`config.mk`:
```
export PLATFORM = sky130hd
export DESIGN_NAME = uart_tx
export DESIGN_NICKNAME = d
export VERILOG_FILES = /design/src/rtl/uart_pkg.sv /design/src/rtl/uart_baud_tick.sv /design/src/rtl/uart_tx.sv
export SDC_FILE = /design/constraint.sdc
export NUM_CORES = 1
export LEC_CHECK = 0
export ABC_AREA = 1
export BUFFER_PORTS_ARGS = -buffer_cell sky130_fd_sc_hd__buf_2
export CAP_MARGIN = 25
export CORE_MARGIN = 2
export CORE_UTILIZATION = 63
export DETAILED_ROUTE_END_ITERATION = 10
export GPL_ROUTABILITY_DRIVEN = 0
export PLACE_DENSITY = 0.88
export SYNTH_ARGS = -nofsm -noshare
export SYNTH_HDL_FRONTEND = slang
export SYNTH_SLANG_ARGS = --single-unit
export TNS_END_PERCENT = 30
```
`constraint.sdc`:
```
create_clock -name clk -period 2.82 [get_ports clk]
set_clock_uncertainty 0.05 [all_clocks]
set_input_delay 0.141 -clock clk [delete_from_list [all_inputs] [get_ports clk]]
set_output_delay 0.141 -clock clk [all_outputs]
set_load 0.01 [all_outputs]
```
`src/rtl/uart_pkg.sv`:
```
// Shared UART types and constants, used by both transmitter and receiver.
// Bit period helper derives the clock-enable divider from the baud setup.
package uart_pkg;

   typedef enum logic [2:0] {
      IDLE,
      START,
      DATA,
      PARITY,
      STOP
   } uart_state_e;

   localparam int DATA_BITS = 8;
   localparam int STOP_BITS = 1;

   function automatic int calc_div(input int baud_rate,
                                   input int clock_freq);
      return clock_freq / baud_rate;
   endfunction

endpackage

```
`src/rtl/uart_baud_tick.sv`:
```
// Bit-period clock enable: one-cycle tick every DIV cycles.
// restart_i zeroes the count so the next tick lands DIV cycles later.
module uart_baud_tick #(
   parameter int DIV = 16
) (
   input  logic clk,
   input  logic rst,
   input  logic restart_i,
   output logic tick_o
);

   if (DIV < 2 || DIV > 65535) begin : g_div_chk
      $error("uart_baud_tick: DIV must be in 2..65535");
   end

   localparam logic [15:0] LAST = 16'(DIV - 1);

   logic [15:0] cnt_q;
   logic [15:0] cnt_d;

   always_comb begin
      cnt_d = cnt_q + 16'd1;
      if (restart_i || cnt_q == LAST) begin
         cnt_d = '0;
      end
   end

   assign tick_o = (cnt_q == LAST) && !restart_i;

   always_ff @(posedge clk or posedge rst) begin
      if (rst) begin
         cnt_q <= '0;
      end else begin
         cnt_q <= cnt_d;
      end
   end

endmodule

```
`src/rtl/uart_tx.sv`:
```
// UART transmitter, 8N1, LSB first, valid/ready byte input.
// Define UART_TX_PARITY_EN to insert a parity bit (8E1/8O1).
module uart_tx
   import uart_pkg::*;
#(
   parameter int BAUD_RATE  = 9600,
   parameter int CLOCK_FREQ = 38400000,
   parameter int PARITY_ODD = 0
) (
   input  logic       clk,
   input  logic       rst,
   input  logic       soft_reset,
   input  logic [7:0] in_data,
   input  logic       in_valid,
   output logic       in_ready,
   output logic       tx,
   output logic       busy,
   output logic       done
);

   localparam int DIV = calc_div(BAUD_RATE, CLOCK_FREQ);
   localparam logic [2:0] LAST_IDX = 3'(DATA_BITS - 1);

   if (STOP_BITS != 1) begin : g_stop_chk
      $error("uart_tx: only one stop bit supported");
   end

   if (PARITY_ODD != 0 && PARITY_ODD != 1) begin : g_par_chk
      $error("uart_tx: PARITY_ODD must be 0 or 1");
   end

   uart_state_e state_q, state_d;
   logic [7:0]  shift_q, shift_d;
   logic [2:0]  idx_q, idx_d;
   logic        tx_q, tx_d;
   logic        done_q, done_d;
   logic        accept;
   logic        restart;
   logic        tick;
`ifdef UART_TX_PARITY_EN
   logic        par_q, par_d;
`endif

   uart_baud_tick #(
      .DIV(DIV)
   ) u_tick (
      .clk      (clk),
      .rst      (rst),
      .restart_i(restart),
      .tick_o   (tick)
   );

   assign in_ready = (state_q == IDLE) && !soft_reset;
   assign restart  = accept || soft_reset;

   // tx_d always reflects the line level of state_d so tx stays registered
   always_comb begin
      state_d = state_q;
      shift_d = shift_q;
      idx_d   = idx_q;
      tx_d    = tx_q;
      done_d  = 1'b0;
      accept  = 1'b0;
`ifdef UART_TX_PARITY_EN
      par_d   = par_q;
`endif
      unique case (state_q)
         IDLE: begin
            tx_d = 1'b1;
            if (in_valid) begin
               accept  = 1'b1;
               state_d = START;
               shift_d = in_data;
               idx_d   = '0;
               tx_d    = 1'b0;
`ifdef UART_TX_PARITY_EN
               par_d   = (^in_data) ^ 1'(PARITY_ODD);
`endif
            end
         end
         START: begin
            if (tick) begin
               state_d = DATA;
               tx_d    = shift_q[0];
            end
         end
         DATA: begin
            if (tick) begin
               if (idx_q == LAST_IDX) begin
`ifdef UART_TX_PARITY_EN
                  state_d = PARITY;
                  tx_d    = par_q;
`else
                  state_d = STOP;
                  tx_d    = 1'b1;
`endif
               end else begin
                  shift_d = {1'b0, shift_q[7:1]};
                  idx_d   = idx_q + 3'd1;
                  tx_d    = shift_q[1];
               end
            end
         end
`ifdef UART_TX_PARITY_EN
         PARITY: begin
            if (tick) begin
               state_d = STOP;
               tx_d    = 1'b1;
            end
         end
`endif
         STOP: begin
            if (tick) begin
               state_d = IDLE;
               tx_d    = 1'b1;
               done_d  = 1'b1;
            end
         end
         default: begin
            state_d = IDLE;
            tx_d    = 1'b1;
         end
      endcase
      // Abort wins over any handshake or frame step in the same cycle
      if (soft_reset) begin
         state_d = IDLE;
         shift_d = '0;
         idx_d   = '0;
         tx_d    = 1'b1;
         done_d  = 1'b0;
         accept  = 1'b0;
`ifdef UART_TX_PARITY_EN
         par_d   = 1'b0;
`endif
      end
   end

   always_ff @(posedge clk or posedge rst) begin
      if (rst) begin
         state_q <= IDLE;
         shift_q <= '0;
         idx_q   <= '0;
         tx_q    <= 1'b1;
         done_q  <= 1'b0;
`ifdef UART_TX_PARITY_EN
         par_q   <= 1'b0;
`endif
      end else begin
         state_q <= state_d;
         shift_q <= shift_d;
         idx_q   <= idx_d;
         tx_q    <= tx_d;
         done_q  <= done_d;
`ifdef UART_TX_PARITY_EN
         par_q   <= par_d;
`endif
      end
   end

   assign tx   = tx_q;
   assign done = done_q;
   assign busy = (state_q != IDLE);

endmodule

```
==> Word level (Yosys, flattened, before mapping) <==
Cells that the tools add are included.
W data, S select, Z words.
{ "classes": {"add_sub_neg": 2, "mul": 0, "div_mod_pow": 0, "bitwise_logic": 0, "n_eq_ne": 11, "shifts": 0, "n_reduce_logical": 12, "magnitude_cmp": 0, "mux": 31} }
{ "op_table": {"columns": ["op", "count"], "rows": [
  ["$mux W8", 4],
  ["$mux W3", 10],
  ["$ne A3 B3 Y1 const B", 6],
  ["$add A16 B1 Y16 const B", 1],
  ["$eq A16 B12 Y1 const B", 1],
  ["$mux W16", 1],
  ["$pmux W8 S2", 1],
  ["$mux W1", 12],
  ["$pmux W3 S4", 1],
  ["$eq A3 B3 Y1 const B", 2],
  ["$pmux W3 S2", 1],
  ["$reduce_bool A3 Y1", 2],
  ["$reduce_and A5 Y1", 1],
  ["$pmux W1 S4", 1],
  ["$reduce_and A4 Y1", 1],
  ["$add A3 B1 Y3 const B", 1],
  ["$eq A3 B1 Y1 const B", 1],
  ["$eq A3 B2 Y1 const B", 1],
  ["$logic_not A3 Y1", 1],
  ["$reduce_and A3 Y1", 1],
  ["$logic_and A1 B1 Y1", 2],
  ["$logic_not A1 Y1", 2],
  ["$logic_or A1 B1 Y1", 2]
]} }
{ "word_totals": {"inputBits": 12, "mem_count": 0, "latchBits": 0, "output_inout_bits": 4, "word_cells": 62, "ramBits": 0, "rom_bits": 0, "register_bits": 32} }

==> Depth between registers and ports, before layout <==
Gate-level depths: netlist (run 1).
{ "logic_depth": {"ltp_word": 9, "depth_mapped": 11, "depth_no_buf": 10} }

==> Cells and area by module <==
Synthesis (run 1) repeated with hierarchy kept, for this count alone.
{ "hier_totals": {"hier_cells": 265, "area_unflattened_um2": 1934.4} }
{ "modules_own_cells": {"columns": ["module", "area_per_inst_um2", "n_inst", "cells_per_inst", "seq_area_each_um2"], "rows": [
  ["uart_tx", 1021.0, 1, 147, 401.6],
  ["uart_baud_tick", 913.4, 1, 118, 400.4]
]} }

==> Least setup slack after synthesis (run 1) <==
Ideal clock, no wire load.
{ "synth_path": {"path_kind": "register -> register", "startpoint": "reg u_tick.cnt_q[0]", "endpoint": "reg idx_q[0]", "n_path_buf": 1, "synth_period_minus_slack_ns": 1.562, "t_required_ns": 2.654, "t_arrival_ns": 1.396, "path_stages_with_launch": 12, "setup_time_ns": 0.116, "slack_ns": 1.258, "cell_sequence": "dfrtp_1 > ha_1 > nand2_2 > nor2_4 > inv_2 > nor2_4 > nand3_2 > nand2_2 > nand2_2 > buf_6 > nand2_2 > nand2_1"} }
{ "synth_between": {"elab_chain_cells": 4} }
{ "synth_rtl": {"columns": ["item", "line_no", "text"], "rows": [
  ["start: declaration", "uart_baud_tick.sv:18", "logic [15:0] cnt_q;"],
  ["start signal: assignment", "uart_baud_tick.sv:34", "cnt_q <= cnt_d;"],
  ["$eq A16 B12 Y1", "uart_baud_tick.sv:28", "assign tick_o = (cnt_q == LAST) && !restart_i;"],
  ["$logic_and A1 B1 Y1", "uart_baud_tick.sv:28", null],
  ["$ne A3 B3 Y1 (no source line)", null, null],
  ["$reduce_and A4 Y1 (no source line)", null, null],
  ["end signal: assignment", "uart_tx.sv:151", "idx_q <= idx_d;"],
  ["end: declaration", "uart_tx.sv:34", "logic [2:0] idx_q, idx_d;"]
]} }
No other way between the ends.
A chain may end at the register's enable or synchronous reset.

==> Worst setup path in the final report (run 1) <==
{ "layout_path": {"startpoint": "reg state_q[2]", "endpoint": "reg idx_q[2]"} }
{ "layout_between": {"elab_chain_cells": 8, "word_cells_on_any_way": 14, "cone_classes": "eq/ne: 4; mux: 4; reduce/logical: 6"} }
{ "layout_rtl": {"columns": ["item", "line_no", "text"], "rows": [
  ["start: declaration", "uart_tx.sv:32", "uart_state_e state_q, state_d;"],
  ["start signal: assignment", "uart_tx.sv:149", "state_q <= state_d;"],
  ["$logic_not A3 Y1", "uart_tx.sv:67", "unique case (state_q)"],
  ["$mux W1", "uart_tx.sv:67", null],
  ["$mux W1", "uart_tx.sv:125", "if (soft_reset) begin"],
  ["$logic_or A1 B1 Y1", "uart_tx.sv:54", "assign restart = accept || soft_reset;"],
  ["$logic_not A1 Y1", "uart_baud_tick.sv:28", null],
  ["$logic_and A1 B1 Y1", "uart_baud_tick.sv:28", null],
  ["$ne A3 B3 Y1 (no source line)", null, null],
  ["$reduce_and A4 Y1 (no source line)", null, null]
]} }
Several ways; a longest one is shown, not always the timed one.

==> results of run 1 <==
## state kept, by name, indices dropped and copies added, names as in the netlist
register,count
done,1
u_tick.cnt_q,16
tx,1
idx_q,3
shift_q,8
state_q,3
## synth_stat cells
cell type   n  area, um2
a21oi_1     7       35.0
nor3_1      9       45.0
nand2_2    14       87.6
dfstp_2     1       26.3
xor2_1      5       43.8
nand3_1    24        120
o211ai_1    1       7.51
or2_2       1       6.26
nor2_4      3       33.8
buf_6       1       11.3
dfrtp_1    31        776
clkbuf_1    1       3.75
inv_2       4       15.0
nor3b_1     2       15.0
o21ai_0     1       5.00
nand2_1    63        236
o21ai_2     1       8.76
nor2_1     35        131
ha_1        3       37.5
o21ai_4     1       16.3
nor2_2      2       12.5
nand3b_1    4       30.0
nand4_1     9       56.3
buf_4       4       30.0
nand3b_4    1       20.0
xnor2_1     1       8.76
inv_1      16       60.1
nor4_1      1       6.26
buf_2       1       5.00
nand3_2     2       20.0
## final timing paths
path	from	to	slack (ns)	depth (start not counted)
min in group asynchronous	rst	shift_q[4]	0.37	4
hold reg to reg	idx_q[2]	idx_q[2]	0.45	2
hold / removal	in_data[7]	shift_q[7]	0.07	5
setup / recovery	state_q[2]	idx_q[2]	0.80	6
max in group asynchronous	rst	tx	2.02	4
setup reg to reg	state_q[2]	idx_q[2]	0.80	6
## through the flow
step	instances	utilization [%]	hold WS, ns	worst slack (ns)	total power (uW)
finish	297	72.2	0.0689	0.798	1290
global route	297	72.2	0.0908	0.616	1390
CTS	297	72.2	0.0683	0.817	1300
detailed placement	289	70.1	0.206	0.823	1040
global placement	289	70.1	0.187	0.843	1030
floorplan	249	-	0.206	1.26	971
## critical path, stage by stage, from the launching register on
cell and delay (ns):
dfrtp_1 0.46, nand3b_4 0.28, nor2_2 0.44, nand2_2 0.26, nand2_2 0.33, nand2_1 0.10
nand2_1 0.07
## final cells by class
cell class	count	share of cell area, %
multi-input combinational	190	48.2
sequential	32	39.3
timing repair buffer	17	4.53
inverter	20	3.68
tap	31	1.90
clock buffer	5	1.84
clock inverter	2	0.613
## kinds of logic after synthesis
| family | share of synthesized area [%] |
|---|---|
| flops | 42.0 |
| buf+inv | 6.55 |
| xor+xnor | 2.75 |
| fa+ha+maj | 1.96 |
| compound gates | 3.80 |
| simple gates | 43.0 |
## per-layer routing
layer / track usage [%] / vias to the layer above / share of wire (%)
met3: 8.95 / 8 / 6.1
met5: 0 / - / 0
met1: 37.3 / 745 / 48
met2: 39.2 / 51 / 44
li1: - / 842 / -
met4: 10.1 / 0 / 1.6
## power breakdown
part / total (uW) / internal, uW / switching [uW]
Clock: 254 / 90.6 / 163
Combinational: 429 / 142 / 287
Sequential: 607 / 538 / 68.8
Total: 1290 / 771 / 520
==> impl_metrics.py, run 1 <==
metrics = {
    "outcome": {
        "status": "completed",
    },
    "clock_tree": {
        "ctsResizeCount": 0,
        "clk_latency_ns": 0.35,
        "cts_tree": "built",
        "cts-hold-fix-buffers": 1,
        "clockBufferDepth": 2,
        "cts_setup_buffers": 0,
        "numCtsBuffers": 5,
        "cts_sinks": 32,
        "path_clk_slew_ns": 0.11,
        "h-tree-depth": 2,
        "ctsRootBufferMaster": "clkbuf_4",
    },
    "die": {
        "io_pins": 16,
        "fp.dieW_um": 59.1,
        "core_area_mm2": 0.00283,
        "fp.dieH_um": 59.1,
        "rows": 19,
        "initial_core_util_pct": 67.5,
        "dieArea_mm2": 0.00349,
    },
    "power": {
        "ir_drop_mv": 0.506,
        "leakagePower_uw": 0.000972,
        "power.density_mw_per_mm2": 632,
    },
    "logic_synthesis": {
        "synth_area_mm2": 0.00191,
        "synthDistinctLibCells": 30,
        "syn_nets": 264,
        "yosysSeqAreaShare_pct": 42.0,
        "synth_cells": 249,
        "synth_seq_cells": 32,
        "ys_warn_count": 0,
        "syn_avg_cell_area_um2": 7.67,
    },
    "final_layout": {
        "final_common_cell": "nand2_1",
        "fin_nets": 281,
        "regArea_um2": 802,
        "syn2layout_area_growth_pct": 6.88,
        "antenna_cells": 0,
        "multi_input_area_um2": 983,
        "drive_gt1_share_pct": 19.9,
        "design_area_mm2": 0.00204,
        "num-fill-cells": 230,
        "final_cell_mix": "63 x nand2_1, 35 x nor2_1, 31 x dfrtp_1",
    },
    "placement": {
        "place_area_mm2": 0.00198,
        "hpwl_um": 2780,
        "portBuffers": 15,
    },
    "global_route": {
        "antenna_found_initial": 0,
        "grt_usage_pct": 26.9,
        "grt_pass1_wl_um": 7020,
        "grt-ovfl-total": 0,
        "grt_pass1_vias": 1659,
        "grt_max_degree": 33,
    },
    "drt": {
        "firstDrtPassIters": 4,
        "drcViolationCount": 0,
        "wirelength_um": 3820,
        "drt-vias-per-instance": 5.54,
        "drtIter0Drc": 108,
        "ant_nets": 0,
        "avgRoutedWirePerCell_um": 12.9,
        "vias": 1646,
    },
    "setup_path": {
        "criticalPathCategory": "reg -> reg",
        "critPathRequiredTime_ns": 3.07,
        "crit_arrival_ns": 2.27,
        "crit_fanout": 13,
        "critical_path.endpoint_type": "flip-flop",
        "critPathLaunchType": "flip-flop",
    },
    "timing": {
        "setup_viol": 0,
        "slew_headroom_pct": 67.4,
        "hold_viol": 0,
        "min_period_ns": 2.02,
        "maxSlewViolCount": 0,
        "fin_crit_sh_pct": 71.7,
        "rsz0062_at_grt": "false",
        "worstMarginPinSlew_ns": 0.487,
        "setup_tns_ns": 0,
        "fmax_mhz": 495,
    },
    "worst_hold_path": {
        "min_path_type": "in -> reg",
    },
    "run": {
        "cap_viol_max_count": 0,
    },
}
No activity file was read; power rests on OpenSTA's default activity.
==> run 2: changes to the inputs <==
- CORE_UTILIZATION: 63 -> 53
- PLACE_DENSITY: 0.88 -> 0.8
- clock period: 2.82 -> 1.6 ns (I/O delays scaled with it)
==> run 2 against run 1 <==
  * The run now ends with negative setup slack left
  * First-iteration DRC count is 5.6% higher
  * Clock power is 99% higher
  * Maximum frequency is 24% higher
  * Sequential power is 75% higher
  * Core utilization is 2.8 points lower
  * Via count is 9.0% higher
  * Largest cell class unchanged
  * Highest routed layer unchanged
==> impl_metrics.py, run 2 (synthesis results as in run 1) <==
metrics = {
    "outcome": {
        "status": "complete, but fails checks",
        "violations": "negative setup slack",
    },
    "final_layout": {
        "drive_gt1_share_pct": 29.3,
        "fin_nets": 301,
        "reg.largest.list": "u_tick.cnt_q x16, shift_q x8",
        "final_cell_mix": "61 x nand2_1, 33 x nor2_1, 30 x dfrtp_1",
        "largest_reg_flops": 16,
        "final_common_cell": "nand2_1",
        "syn2layout_area_growth_pct": 23.1,
        "antenna_cells": 0,
        "top_register": "u_tick.cnt_q",
        "num-fill-cells": 263,
        "design_area_mm2": 0.00235,
    },
    "die": {
        "rows": 21,
        "fp.dieW_um": 64.0,
        "initial_core_util_pct": 56.4,
        "fp.dieH_um": 64.0,
        "io_pins": 16,
        "core_area_mm2": 0.00339,
        "dieArea_mm2": 0.00410,
    },
    "global_route": {
        "grt_max_degree": 22,
        "grt_pass1_vias": 1715,
        "grt_pass1_wl_um": 7330,
        "grt_usage_pct": 23.2,
        "antenna_found_initial": 0,
        "grt-ovfl-total": 0,
    },
    "power": {
        "seqPwrFrac_pct": 41.1,
        "swShare_pct": 39.1,
        "leakagePower_uw": 0.00110,
        "clock_power_share_pct": 19.6,
        "power.density_mw_per_mm2": 1100,
        "p_sw_uw": 1010,
        "p_int_uw": 1570,
        "ir_drop_mv": 0.563,
        "combinationalPowerShare_pct": 39.3,
    },
    "setup_path": {
        "crit_fanout": 5,
        "crit_chain": "ha_2, ha_2, inv_2, o21ai_2, o21ai_4, buf_6, nand3b_1, nand2_1",
        "crit_arrival_ns": 1.88,
        "worstSetupStartpoint": "idx_q[0]",
        "critPathRequiredTime_ns": 1.85,
        "critPathLaunchType": "flip-flop",
        "path_buf_inv": 2,
        "r2r_start": "idx_q[0]",
        "cp_common_cell": "ha_2",
        "path_delay_family": "flip-flops",
        "crit_path_max_incr_delay_ns": 0.41,
        "critPathSlowestCell": "dfrtp_1",
        "criticalPathCategory": "reg -> reg",
        "critical_path.endpoint_type": "flip-flop",
    },
    "clock_tree": {
        "clk_latency_ns": 0.36,
        "h-tree-depth": 2,
        "clockBufferDepth": 2,
        "cts_sinks": 32,
        "numCtsBuffers": 5,
        "ctsRootBufferMaster": "clkbuf_4",
        "path_clk_slew_ns": 0.11,
        "cts_tree": "built",
    },
    "timing": {
        "hold_viol": 0,
        "fin_crit_sh_pct": 102,
        "worstMarginPinSlew_ns": 0.528,
        "maxSlewViolCount": 0,
        "setup_viol": 1,
        "rsz0062_at_grt": "true",
        "min_period_ns": 1.63,
        "fmax_mhz": 613,
        "setup_slack_ns": -0.0316,
        "slew_headroom_pct": 64.7,
    },
    "placement": {
        "portBuffers": 15,
        "place_ws_ns": -0.0757,
        "hpwl_um": 2930,
        "place_area_mm2": 0.00212,
    },
    "drt": {
        "firstDrtPassIters": 4,
        "drcViolationCount": 0,
        "ant_nets": 0,
        "drt-vias-per-instance": 5.39,
        "avgRoutedWirePerCell_um": 13.5,
        "drtIter0Drc": 114,
        "wirelength_um": 4490,
        "vias": 1794,
    },
    "worst_hold_path": {
        "hp-start": "in_data[3]",
        "min_path_type": "in -> reg",
    },
    "run": {
        "cap_viol_max_count": 0,
    },
}
-- run 2: changes by cell type in the layout (fill, tap and decap cells not counted), sizes merged --
cell | before | now
buf | 16 | 33
clkbuf | 5 | 9
clkinv | 1 | 0
clkinvlp | 1 | 0
dlygate4sd3 | 1 | 2
nand2 | 77 | 78
-- run 2: routing by layer --
layer | up-vias | wire length, um | global-route usage [%]
met5 | - | 0 | 0
met4 | 0 | 94 | 13.3
met1 | 844 | 2000 | 31.7
li1 | 881 | - | -
met2 | 58 | 2150 | 34.4
met3 | 11 | 246 | 4.40
-- run 2: through the flow --
step / hold slack, ns / TNS [ns] / utilization (%) / instances / power (uW)
2_1_floorplan: 0.145 / 0 / - / 249 / 1710
3_3_place_gp: 0.0831 / -0.574 / 62.5 / 318 / 1910
3_5_place_dp: 0.0835 / -0.701 / 62.5 / 318 / 1920
4_1_cts: 0.0172 / 0 / 66.4 / 331 / 2500
5_1_grt: 0.0496 / -1.92 / 69.4 / 333 / 2750
6_report: 0.0258 / -0.0316 / 69.4 / 333 / 2580
-- run 2: worst paths after layout --
| check | endpoint | slack [ns] | cells after the start |
|---|---|---|---|
| hold / removal | shift_q[3] | 0.03 | 5 |
| min in group asynchronous | shift_q[7] | 0.23 | 3 |
| setup reg to reg | idx_q[2] | -0.03 | 8 |
| max in group asynchronous | u_tick.cnt_q[14] | 0.76 | 4 |
| hold reg to reg | shift_q[2] | 0.45 | 2 |
| setup / recovery | idx_q[2] | -0.03 | 8 |
-- run 2: timing repair --
| item | 4_1_cts | 5_1_grt |
|---|---|---|
| hold buffers | 2 | 0 |
| endpoints found under the hold margin | 11 | 0 |
| resized for setup | 10 | 16 |
| gates cloned | 2 | 1 |
| pin swaps | 2 | 17 |
| buffers inserted | 1 | 1 |
| endpoints found under the setup margin | 11 | 25 |
-- run 2: final cells by class --
class / instances / area (um2) / share of cell area [%]
Sequential cell: 32 / 803 / 34.2
Multi-Input combinational cell: 191 / 1070 / 45.5
Clock buffer: 8 / 58.8 / 2.50
Inverter: 20 / 75.1 / 3.19
Tap cell: 46 / 57.6 / 2.45
Timing Repair Buffer: 36 / 287 / 12.2
-- run 2: power by group through the flow --
| stage | Sequential, uW | Combinational (uW) | Clock (uW) |
|---|---|---|---|
| after floorplan | 1070 | 644 | 0 |
| after global placement | 1070 | 841 | 0 |
| after detailed placement | 1070 | 854 | 0 |
| after CTS | 1050 | 938 | 512 |
| after global routing | 1080 | 1120 | 548 |
| final | 1060 | 1010 | 505 |
-- run 2: worst register-to-register path: cells and delay by family (launching register included) --
kind | cells | cell delay, ns
flip-flops | 1 | 0.41
AND/OR/NAND/NOR | 2 | 0.19
buffers and inverters | 2 | 0.23
adder cells (fa/ha/maj) | 2 | 0.37
AO/OA/AOI/OAI | 2 | 0.32
==> run 3: changes to the inputs <==
- ABC_AREA: 1 -> unset
- CORE_UTILIZATION: 53 -> 52
- PLACE_DENSITY: 0.8 -> 0.79
==> run 3 against run 2 <==
  * The run still ends with negative setup slack left
  * Count of clock-buffer cells in the layout shrank 1
  * Core utilization is 6.3 points higher
  * Worst setup slack worse by 0.13 ns
  * Sequential cell count did not move
==> impl_metrics.py, run 3 <==
metrics = {
    "logic_synthesis": {
        "synth_area_leaders": "dfrtp_1 45%, a211oi_1 6.5%, xnor2_1 4.5%, mux2i_1 4.0%, nor2_1 3.7%",
        "synth_seq_cells": 32,
        "ys_warn_count": 0,
        "synth_commonest_cells": "31 x dfrtp_1, 17 x nor2_1, 15 x a211oi_1",
        "synth_area_mm2": 0.00173,
        "synth_edf_count": 0,
        "yosysSeqAreaShare_pct": 46.3,
        "ys.flop_type": "dfrtp_1",
        "synth_most_common_cell": "dfrtp_1",
        "synthArstFlopShare_pct": 100,
        "synthDistinctLibCells": 41,
        "syn_avg_cell_area_um2": 9.90,
        "yosysTopAreaCell": "dfrtp_1",
        "synth_cells": 175,
        "syn_nets": 190,
        "synth_top_area_share_pct": 44.8,
    },
    "final_layout": {
        "final_cell_mix": "43 x buf_4, 31 x dfrtp_1, 17 x nor2_1",
        "final_common_cell": "buf_4",
        "design_area_mm2": 0.00235,
        "drive_gt1_share_pct": 38.2,
        "largest_reg_flops": 16,
        "antenna_cells": 0,
        "syn2layout_area_growth_pct": 35.5,
        "reg.largest.list": "u_tick.cnt_q x16, shift_q x8",
        "top_register": "u_tick.cnt_q",
        "fin_nets": 252,
    },
    "drt": {
        "drtIter0Drc": 109,
        "drcViolationCount": 0,
        "vias": 1730,
        "wirelength_um": 4830,
        "avgRoutedWirePerCell_um": 17.1,
        "ant_nets": 0,
        "firstDrtPassIters": 5,
        "drt-vias-per-instance": 6.13,
    },
    "timing": {
        "min_period_ns": 1.77,
        "fin_crit_sh_pct": 110,
        "hold_viol": 0,
        "worstMarginPinSlew_ns": 0.411,
        "whs_ns": 0.0240,
        "setup_slack_ns": -0.167,
        "setup_viol": 30,
        "slew_headroom_pct": 72.6,
        "maxSlewViolCount": 0,
        "fmax_mhz": 566,
        "rsz0062_at_grt": "true",
    },
    "global_route": {
        "grt-ovfl-total": 0,
        "antenna_found_initial": 0,
        "grt_max_degree": 33,
        "grt_usage_pct": 26.8,
        "grt_pass1_wl_um": 7470,
        "grt_pass1_vias": 1713,
    },
    "placement": {
        "place_area_mm2": 0.00217,
        "portBuffers": 15,
        "hpwl_um": 3160,
    },
    "worst_hold_path": {
        "min_path_type": "in -> reg",
        "hp-start": "in_data[6]",
    },
    "outcome": {
        "violations": "negative setup slack",
        "status": "complete, but fails checks",
    },
    "setup_path": {
        "worstSetupStartpoint": "idx_q[0]",
        "critPathLaunchType": "flip-flop",
        "critPathRequiredTime_ns": 1.81,
        "crit_path_max_incr_delay_ns": 0.43,
        "crit_fanout": 4,
        "crit_chain": "ha_2, ha_4, or3_4, or4_4, o21ai_2",
        "critical_path.endpoint_type": "flip-flop",
        "r2r_start": "idx_q[0]",
        "crit_arrival_ns": 1.98,
        "critPathSlowestCell": "or4_4",
        "criticalPathCategory": "reg -> reg",
    },
    "clock_tree": {
        "path_clk_slew_ns": 0.10,
        "numCtsBuffers": 5,
        "cts_tree": "built",
        "h-tree-depth": 2,
        "ctsRootBufferMaster": "clkbuf_4",
        "cts_sinks": 32,
        "clockBufferDepth": 2,
        "clk_latency_ns": 0.34,
    },
    "die": {
        "core_area_mm2": 0.00310,
        "fp.dieW_um": 61.7,
        "dieArea_mm2": 0.00381,
        "fp.dieH_um": 61.7,
        "initial_core_util_pct": 55.8,
        "rows": 20,
        "io_pins": 16,
    },
    "run": {
        "cap_viol_max_count": 0,
    },
    "power": {
        "ir_drop_mv": 0.503,
        "leakagePower_uw": 0.00101,
        "power.density_mw_per_mm2": 634,
    },
}
-- run 3: cell types whose count changed after synthesis, moves of 7 or more --
cell,previous run,this run
nand2_1,63,10
inv_1,16,4
nand3_1,24,7
nand2_2,14,0
a211oi_1,0,15
mux2i_1,0,7
nor2_1,35,17
xnor2_1,1,9
-- run 3: what timing repair did --
action | CTS | global route
pin swaps | 10 | 11
buffers inserted | 1 | 3
gates resized for setup | 12 | 6
endpoints found under the hold margin | 32 | 0
setup endpoints to repair | 30 | 32
hold buffers | 2 | 0
-- run 3: logic make-up (layout without fill, tap and decap cells) --
group,after synthesis,in the layout,share of synthesized area [%]
multiplexers,8,8,4.69
AND/OR/NAND/NOR,73,73,23.4
XOR/XNOR,12,12,6.07
flip-flops,32,32,46.3
adder cells (fa/ha/maj),3,3,2.17
buffers and inverters,13,76,3.75
AO/OA/AOI/OAI,34,34,13.6
-- run 3: area by class of cell --
class | count | area (um2)
Fill cell | 221 | 754
Sequential cell | 32 | 802
Clock buffer | 7 | 45.0
Multi-Input combinational cell | 130 | 955
Tap cell | 44 | 55.1
Timing Repair Buffer | 64 | 472
Inverter | 4 | 15.0
Clock inverter | 1 | 5.00
-- run 3: worst paths after layout --
check / to / slack (ns) / cells past startpoint
worst min-delay path: shift_q[6] / 0.02 / 3
worst max register to register: idx_q[0] / -0.17 / 5
worst min register to register: u_tick.cnt_q[0] / 0.53 / 2
min in group asynchronous: done / 0.30 / 4
worst max-delay path: idx_q[0] / -0.17 / 5
max in group asynchronous: tx / 0.87 / 4
-- run 3: routing by layer --
layer  part of all wire [%]  global-route usage, %  vias to the layer above  wire length (um)
li1                       -                      -                      779                 -
met1                     41                   33.2                      856              1990
met2                     50                   44.5                       80              2410
met3                    6.4                   7.25                       15               308
met4                    2.5                   10.6                        0               121
met5                      0                      0                        -                 0
-- run 3: power breakdown --
group          internal, uW  switching [uW]  total [uW]
clock network           171             285         456
registers               834            15.5         849
logic                  81.6             103         185
total                  1090             404        1490
-- run 3: metrics by stage --
stage	setup TNS (ns)	utilization, %	std cells	worst slack, ns	power (uW)
floorplan	-1.61	-	175	-0.185	960
global placement	-2.35	69.9	268	-0.150	1020
detailed placement	-2.74	69.9	268	-0.242	1040
CTS	-2.38	74.1	279	-0.139	1490
global route	-4.42	75.7	282	-0.194	1540
finish	-2.47	75.7	282	-0.167	1490
-- run 3: critical path: cells and delay by family (launching register included) --
family / cells / cell delay (ns)
adder cells (fa/ha/maj): 2 / 0.38
flip-flops: 1 / 0.42
AND/OR/NAND/NOR: 2 / 0.79
AO/OA/AOI/OAI: 1 / 0.07
